[src/rtl/screen.sv]
// SSD1306 128x64 OLED driver: power-up/reset sequencing, a fixed init command list,
// then continuous 1024-byte frame streaming over a write-only 4-wire SPI link.
module screen #(
    parameter int unsigned STARTUP_WAIT = 32'd10_000_000
) (
    input  logic       clk,
    input  logic       rst_btn,
    output logic       ioSclk,
    output logic       ioSdin,
    output logic       ioCs,
    output logic       ioDc,
    output logic       ioReset,
    output logic [9:0] pixelAddress,
    input  logic [7:0] pixelData
);

    localparam logic [2:0] StInitPower         = 3'd0;
    localparam logic [2:0] StLoadInitCmd       = 3'd1;
    localparam logic [2:0] StSend              = 3'd2;
    localparam logic [2:0] StCheckFinishedInit = 3'd3;
    localparam logic [2:0] StLoadData          = 3'd4;

    localparam logic [31:0] Wait1 = STARTUP_WAIT;
    localparam logic [31:0] Wait2 = STARTUP_WAIT * 2;
    localparam logic [31:0] Wait3 = STARTUP_WAIT * 3;
    localparam logic [4:0]  LastCmd = 5'd24;

    logic [2:0]  state_q, state_d;
    logic [2:0]  next_q, next_d;
    logic [31:0] counter_q, counter_d;
    logic        sclk_q, sclk_d;
    logic        sdin_q, sdin_d;
    logic        cs_q, cs_d;
    logic        dc_q, dc_d;
    logic        panel_rst_q, panel_rst_d;
    logic [9:0]  addr_q, addr_d;
    logic [2:0]  bit_q, bit_d;
    logic [4:0]  idx_q, idx_d;
    logic [7:0]  shift_q, shift_d;
    logic        phase_q, phase_d;
    logic [7:0]  init_cmd;

    // Horizontal addressing mode (20 00) lets the panel wrap its own pointer per frame.
    always_comb begin
        case (idx_q)
            5'd0:    init_cmd = 8'hAE;
            5'd1:    init_cmd = 8'hD5;
            5'd2:    init_cmd = 8'h80;
            5'd3:    init_cmd = 8'hA8;
            5'd4:    init_cmd = 8'h3F;
            5'd5:    init_cmd = 8'hD3;
            5'd6:    init_cmd = 8'h00;
            5'd7:    init_cmd = 8'h40;
            5'd8:    init_cmd = 8'h8D;
            5'd9:    init_cmd = 8'h14;
            5'd10:   init_cmd = 8'h20;
            5'd11:   init_cmd = 8'h00;
            5'd12:   init_cmd = 8'hA1;
            5'd13:   init_cmd = 8'hC8;
            5'd14:   init_cmd = 8'hDA;
            5'd15:   init_cmd = 8'h12;
            5'd16:   init_cmd = 8'h81;
            5'd17:   init_cmd = 8'hCF;
            5'd18:   init_cmd = 8'hD9;
            5'd19:   init_cmd = 8'hF1;
            5'd20:   init_cmd = 8'hDB;
            5'd21:   init_cmd = 8'h40;
            5'd22:   init_cmd = 8'hA4;
            5'd23:   init_cmd = 8'hA6;
            5'd24:   init_cmd = 8'hAF;
            default: init_cmd = 8'h00;
        endcase
    end

    always_comb begin
        state_d     = state_q;
        next_d      = next_q;
        counter_d   = counter_q;
        sclk_d      = sclk_q;
        sdin_d      = sdin_q;
        cs_d        = cs_q;
        dc_d        = dc_q;
        panel_rst_d = panel_rst_q;
        addr_d      = addr_q;
        bit_d       = bit_q;
        idx_d       = idx_q;
        shift_d     = shift_q;
        phase_d     = phase_q;

        case (state_q)
            StInitPower: begin
                counter_d = counter_q + 32'd1;
                if (counter_q < Wait1) begin
                    panel_rst_d = 1'b1;
                end else if (counter_q < Wait2) begin
                    panel_rst_d = 1'b0;
                end else if (counter_q < Wait3) begin
                    panel_rst_d = 1'b1;
                end else begin
                    state_d = StLoadInitCmd;
                end
            end
            StLoadInitCmd: begin
                dc_d    = 1'b0;
                cs_d    = 1'b0;
                bit_d   = 3'd7;
                shift_d = init_cmd;
                next_d  = StCheckFinishedInit;
                state_d = StSend;
            end
            StSend: begin
                // Data only moves on the falling half so it is settled before the rising edge.
                if (!phase_q) begin
                    sclk_d  = 1'b0;
                    sdin_d  = shift_q[bit_q];
                    phase_d = 1'b1;
                end else begin
                    sclk_d  = 1'b1;
                    phase_d = 1'b0;
                    if (bit_q == 3'd0) begin
                        state_d = next_q;
                    end else begin
                        bit_d = bit_q - 3'd1;
                    end
                end
            end
            StCheckFinishedInit: begin
                cs_d = 1'b1;
                if (idx_q == LastCmd) begin
                    state_d = StLoadData;
                end else begin
                    idx_d   = idx_q + 5'd1;
                    state_d = StLoadInitCmd;
                end
            end
            StLoadData: begin
                dc_d    = 1'b1;
                cs_d    = 1'b0;
                bit_d   = 3'd7;
                shift_d = pixelData;
                addr_d  = addr_q + 10'd1;
                next_d  = StLoadData;
                state_d = StSend;
            end
            default: state_d = StInitPower;
        endcase
    end

    always_ff @(posedge clk or negedge rst_btn) begin
        if (!rst_btn) begin
            state_q     <= StInitPower;
            next_q      <= StInitPower;
            counter_q   <= 32'd0;
            sclk_q      <= 1'b1;
            sdin_q      <= 1'b0;
            cs_q        <= 1'b1;
            dc_q        <= 1'b1;
            panel_rst_q <= 1'b1;
            addr_q      <= 10'd0;
            bit_q       <= 3'd7;
            idx_q       <= 5'd0;
            shift_q     <= 8'd0;
            phase_q     <= 1'b0;
        end else begin
            state_q     <= state_d;
            next_q      <= next_d;
            counter_q   <= counter_d;
            sclk_q      <= sclk_d;
            sdin_q      <= sdin_d;
            cs_q        <= cs_d;
            dc_q        <= dc_d;
            panel_rst_q <= panel_rst_d;
            addr_q      <= addr_d;
            bit_q       <= bit_d;
            idx_q       <= idx_d;
            shift_q     <= shift_d;
            phase_q     <= phase_d;
        end
    end

    assign ioSclk       = sclk_q;
    assign ioSdin       = sdin_q;
    assign ioCs         = cs_q;
    assign ioDc         = dc_q;
    assign ioReset      = panel_rst_q;
    assign pixelAddress = addr_q;

endmodule

[config.mk]
export PLATFORM = sky130hd
export DESIGN_NAME = screen
export DESIGN_NICKNAME = d
export VERILOG_FILES = /design/src/rtl/screen.sv
export SDC_FILE = /design/constraint.sdc
export NUM_CORES = 1
export LEC_CHECK = 0
export ABC_AREA = 1
export ABC_CLOCK_PERIOD_IN_PS = 3580
export BUFFER_PORTS_ARGS = -buffer_cell sky130_fd_sc_hd__buf_2
export CAP_MARGIN = 0
export CORE_MARGIN = 2
export CORE_UTILIZATION = 35
export DETAILED_ROUTE_END_ITERATION = 8
export HOLD_SLACK_MARGIN = 0.02
export SLEW_MARGIN = 20
export SYNTH_ARGS = -nofsm -noshare
export SYNTH_HDL_FRONTEND = slang
export SYNTH_SLANG_ARGS = --single-unit
[constraint.sdc]
create_clock -name clk -period 3.58 [get_ports clk]
set_input_delay 0.537 -clock clk [delete_from_list [all_inputs] [get_ports clk]]
set_output_delay 0.537 -clock clk [all_outputs]
set_load 0.02 [all_outputs]
## Word-level counts from Yosys, hierarchy flattened

Memory sizes are Yosys's and may differ from the RTL's.
Cells that the tools add are included.

| operators by class | value |
|---|---|
| $add $sub $neg | 4 |
| magnitude comparators | 4 |
| equal/unequal tests | 11 |
| mux-type cells | 21 |
| bitwise operators | 2 |
| reduce and logical (&&, ||, !) cells | 12 |

Operator list:

| operator | number |
|---|---|
| $lt A32 B25 Y1 const B | 2 |
| $add A32 B1 Y32 const B | 1 |
| $lt A32 B24 Y1 const B | 1 |
| $mux W3 | 8 |
| $pmux W8 S2 | 1 |
| $ne A2 B2 Y1 const B | 6 |
| $pmux W3 S2 | 2 |
| $pmux W3 S4 | 1 |
| $add A10 B1 Y10 const B | 1 |
| $eq A3 B2 Y1 const B | 2 |
| $logic_not A3 Y1 | 2 |
| $mux W1 | 6 |
| $reduce_and A2 Y1 | 3 |
| $reduce_bool A2 Y1 | 3 |
| $add A5 B1 Y5 const B | 1 |
| $eq A5 B5 Y1 const B | 1 |
| $reduce_and A5 Y1 | 1 |
| $lt A3 B4 Y1 const B | 1 |
| $pmux W1 S2 | 2 |
| $bmux W1 S3 | 1 |
| $eq A3 B1 Y1 const B | 1 |
| $eq A3 B3 Y1 const B | 1 |
| $reduce_and A3 Y1 | 1 |
| $reduce_bool A3 Y1 | 1 |
| other kinds (3) | 4 |

| word-level totals | value |
|---|---|
| bits in registers | 70 |
| memory bits (read-only) | 256 |
| output and inout port bits | 15 |
| logic and storage cells | 68 |
| memories | 1 |

Memories:

| memory | words | bits a word | read ports | clocked after Yosys merged registers in | wr ports | RTL line | text |
|---|---|---|---|---|---|---|---|
| (name not given) | 32 | 8 | 1 | 0 | 0 | 45 | `case (idx_q)` |

## Depth between registers and ports, before layout

| logic depth | value |
|---|---|
| depth in word-level cells | 5 |
| gate-level depth with buffers | 11 |
| gate-level depth less buffers | 10 |

## Least setup slack after synthesis

No wires, ideal clock.

| timing path | value |
|---|---|
| kind | reg-to-reg |
| start point | register idx_q[0] |
| end point | register idx_q[4] |
| setup time | 0.123 ns |
| arrival | 1.377 ns |
| slack | 2.079 ns |
| cell stages (with the launch flop) | 8 |
| period minus slack after synthesis | 1.501 ns |
| path through | dfrtp_1 > inv_1 > ha_1 > nand4_1 > nand2_1 > nor2_1 > nand2_1 > xor2_1 |

| between the ends | value |
|---|---|
| cells in the longest elaborated chain, start to end | 3 |
| elaborated cells between the ends (all ways) | 4 |

RTL lines:

| what | RTL line | text |
|---|---|---|
| from (decl) | 38 | `logic [4:0] idx_q, idx_d;` |
| from (signal assigned) | 175 | `idx_q <= idx_d;` |
| branches (longest 3 deep; another with $add A5 B1 Y5) | n/a |  |

Several ways; the timed one is not identified.
A chain may end at the register's enable or synchronous reset.

## Final worst setup path

| timing path | value |
|---|---|
| start point | register state_q[0] |
| end point | register counter_q[20] |

| between the ends | value |
|---|---|
| cells in the longest elaborated chain, start to end | 1 |

RTL lines:

| what | RTL line | text |
|---|---|---|
| from (decl) | 28 | `logic [2:0] state_q, state_d;` |
| from (signal assigned) | 151 | `state_q <= StInitPower;` |
| from (signal assigned) | 165 | `state_q <= state_d;` |
| $logic_not A3 Y1 | 90 | `case (state_q)` |
| to (signal assigned) | 167 | `counter_q <= counter_d;` |
| to (decl) | 30 | `logic [31:0] counter_q, counter_d;` |

Every way passes these cells.

==> impl_metrics.env <==
export IMPL_status="finished, final reports clean"
export IMPL_grt_setup_unrepaired="no"
export IMPL_seqPwrFrac_pct=41.9
export IMPL_leakage_uw=0.00233
export IMPL_antenna_cells=0
export IMPL_synthArstFlopShare_pct=100
export IMPL_combinationalPowerShare_pct=1.1
export IMPL_core_um2=12000
export IMPL_htreeDepth=3
export IMPL_grtUsageMet1_pct=21.4
export IMPL_track_usage_pct=16.8
export IMPL_synthCells=608
export IMPL_crit_fanout=17
export IMPL_crit_arrival_ns=2.01
export IMPL_antenna_found_initial=0
export IMPL_period_minus_slack_ns=1.74
export IMPL_die_height_um=115
export IMPL_path_cells="nor2_2 -> nand2_2 -> nor2_2 -> nand2_1 -> nor2_4 -> nand2_2 -> nor2_1 -> nand3_1 -> nand2_1"
export IMPL_ys_types=35
export IMPL_tns_ns=0
export IMPL_syn_num_nets=628
export IMPL_crit_start="state_q[0]"
export IMPL_setup_viol=0
export IMPL_hp_class="input pin to async pin"
export IMPL_grt_pass1_vias=3953
export IMPL_met2_usage_pct=28.6
export IMPL_synth_seq_area_share_pct=40.5
export IMPL_grt_max_degree=40
export IMPL_final_max_slew_viol_count=0
export IMPL_cts_tree="yes"
export IMPL_synthFlopType="dfrtp_1"
export IMPL_wl_mm=10.2
export IMPL_port_buffers=24
export IMPL_r2r_end="counter_q[20]"
export IMPL_final_layout_size_suffix_gt1_share_pct=10.9
export IMPL_synth_area_um2=4280
export IMPL_yosysWarnings=0
export IMPL_hold_buffers=0
export IMPL_crit_slowest_cell="dfrtp_1"
export IMPL_rows=40
export IMPL_final_util_pct=41.2
export IMPL_cts_setup_buffers=0
export IMPL_cts_resized=0
export IMPL_clock_sinks=69
export IMPL_crit_type="register to register"
export IMPL_gp_congestion=0.874
export IMPL_reg2reg_depth=9
export IMPL_switchingPower_uw=356
export IMPL_start_util_pct=35.8
export IMPL_route_detailed_drc=0
export IMPL_timing_final_crit_share_pct=48.5
export IMPL_crit_path_start_kind="register"
export IMPL_worst_pin_slew_ns=0.510
export IMPL_swShare_pct=19.1
export IMPL_endpoint="counter_q[20]"
export IMPL_critical_path_max_stage_delay_ns=0.42
export IMPL_gr_usage_met3_pct=3.65
export IMPL_clock_latency_ns=0.33
export IMPL_dp_hpwl_mm=7.78
export IMPL_rrSetupSlack_ns=1.84
export IMPL_grt_overflow=0
export IMPL_ios=25
export IMPL_synth_edf_count=0
export IMPL_skew_ns=0.00599
export IMPL_dieArea_um2=13100
export IMPL_via_per_inst=4.82
export IMPL_area_delta_synth_final_pct=14.9
export IMPL_routedWlPerCell_um=12.9
export IMPL_timing_rr_start="state_q[0]"
export IMPL_pwr_density_cell_nw_per_um2=378
export IMPL_power_frac_clock_pct=56.9
export IMPL_p_int_uw=1500
export IMPL_grt_busiest_layer="met2"
export IMPL_drt_initial_drc_count=208
export IMPL_ir_drop_v=0.000240
export IMPL_hold_violations=0
export IMPL_critPathCaptureType="register"
export IMPL_ant_nets=0
export IMPL_dieWidth_um=115
export IMPL_slew_headroom_pct=66.0
export IMPL_ys_ff_latch=69
export IMPL_maxCapViolations=0
export IMPL_root_buffer="clkbuf_16"
export IMPL_clockBufferDepth=2
export IMPL_avgSynthCellArea_um2=7.04
export IMPL_path_clk_slew_ns=0.06
export IMPL_grt_pass1_wl_mm=17.9
export IMPL_drtPass1Iterations=4
export IMPL_vias=3798
export IMPL_required_ns=3.85
export IMPL_nets=656
export IMPL_cts_buffers=9
export IMPL_n_fill_cell=1243
export IMPL_fmax_mhz=576
[synthesized netlist by cell type, drive strengths merged, types with 8 or more instances]
cell type	instances	area (um^2)
xor2	19	166
inv	66	248
nor2	88	355
o21ai	30	150
dfrtp	62	1550
nand3	41	233
ha	10	125
a21oi	8	40.0
nand2	223	842
xnor2	9	78.8
nand3b	8	60.1
nor3	8	66.3
[metal layers]
metal,vias to the layer above,routed length (um)
met3,18,383
met5,-,0
met2,75,4790
met4,0,201
met1,1743,4780
li1,1962,-
[cells in the final DEF, fill, tap and decap left out, types with 9 or more instances in the layout]
cell type,n
nand2_1,221
nor2_1,82
inv_1,62
xor2_1,19
xnor2_1,9
ha_1,10
nand3_1,37
buf_2,24
o21ai_0,28
clkbuf_16,9
dfrtp_1,62
[worst min path at each step]
stage	endpoint	cells past startpoint
after detailed placement	counter_q[8]	1
final	counter_q[5]	1
after global placement	counter_q[8]	1
after floorplan	counter_q[0]	0
after CTS	counter_q[5]	1
after global routing	counter_q[5]	1
[final cells by class]
cell class	instances	area, um^2	share of cell area [%]
Multi-Input combinational cell	463	2260	45.9
Sequential cell	69	1740	35.3
Clock buffer	11	253	5.13
Inverter	67	251	5.11
Tap cell	147	184	3.74
Timing Repair Buffer	26	135	2.75
Clock inverter	5	106	2.16
[worst max-delay path, delay by kind of cell (launching register included)]
kind	cells	cell delay [ns]
flops	1	0.42
simple gates	9	1.26
[flip-flops by register name (all words and copies together), names as in the netlist]
name          cells
bit_q             3
counter_q        32
idx_q             5
ioCs              1
ioDc              1
ioReset           1
ioSclk            1
ioSdin            1
next_q            2
phase_q           1
pixelAddress     10
shift_q           8
state_q           3
[power groups by stage]
| stage | logic [uW] | registers, uW | clock network [uW] |
|---|---|---|---|
| CTS | 23.1 | 780 | 1080 |
| finish | 21.4 | 781 | 1060 |
| detailed placement | 23.3 | 794 | 0 |
| global placement | 22.6 | 794 | 0 |
| global route | 25.7 | 780 | 1120 |
| floorplan | 0.000909 | 794 | 0 |
[logic make-up after synthesis]
logic type / share of synthesized area [%]
AOI/OAI and AO/OA: 6.69
xor gates and xnor gates: 5.73
adders and majority gates: 2.92
buffers and inverters: 6.78
DFF: 40.5
and+or+nand+nor: 37.4
[metrics by stage]
stage / hold WS, ns / std cells / worst slack (ns) / cell area (um^2) / power, uW
2_1_floorplan: 0.241 / 608 / 2.08 / 4280 / 794
3_3_place_gp: 0.400 / 772 / 1.92 / 4560 / 817
3_5_place_dp: 0.402 / 772 / 1.86 / 4560 / 817
4_1_cts: 0.0481 / 788 / 1.83 / 4920 / 1890
5_1_grt: 0.0587 / 788 / 1.65 / 4920 / 1930
6_report: 0.0495 / 788 / 1.84 / 4920 / 1860
Power figures use the tool's default switching activity.
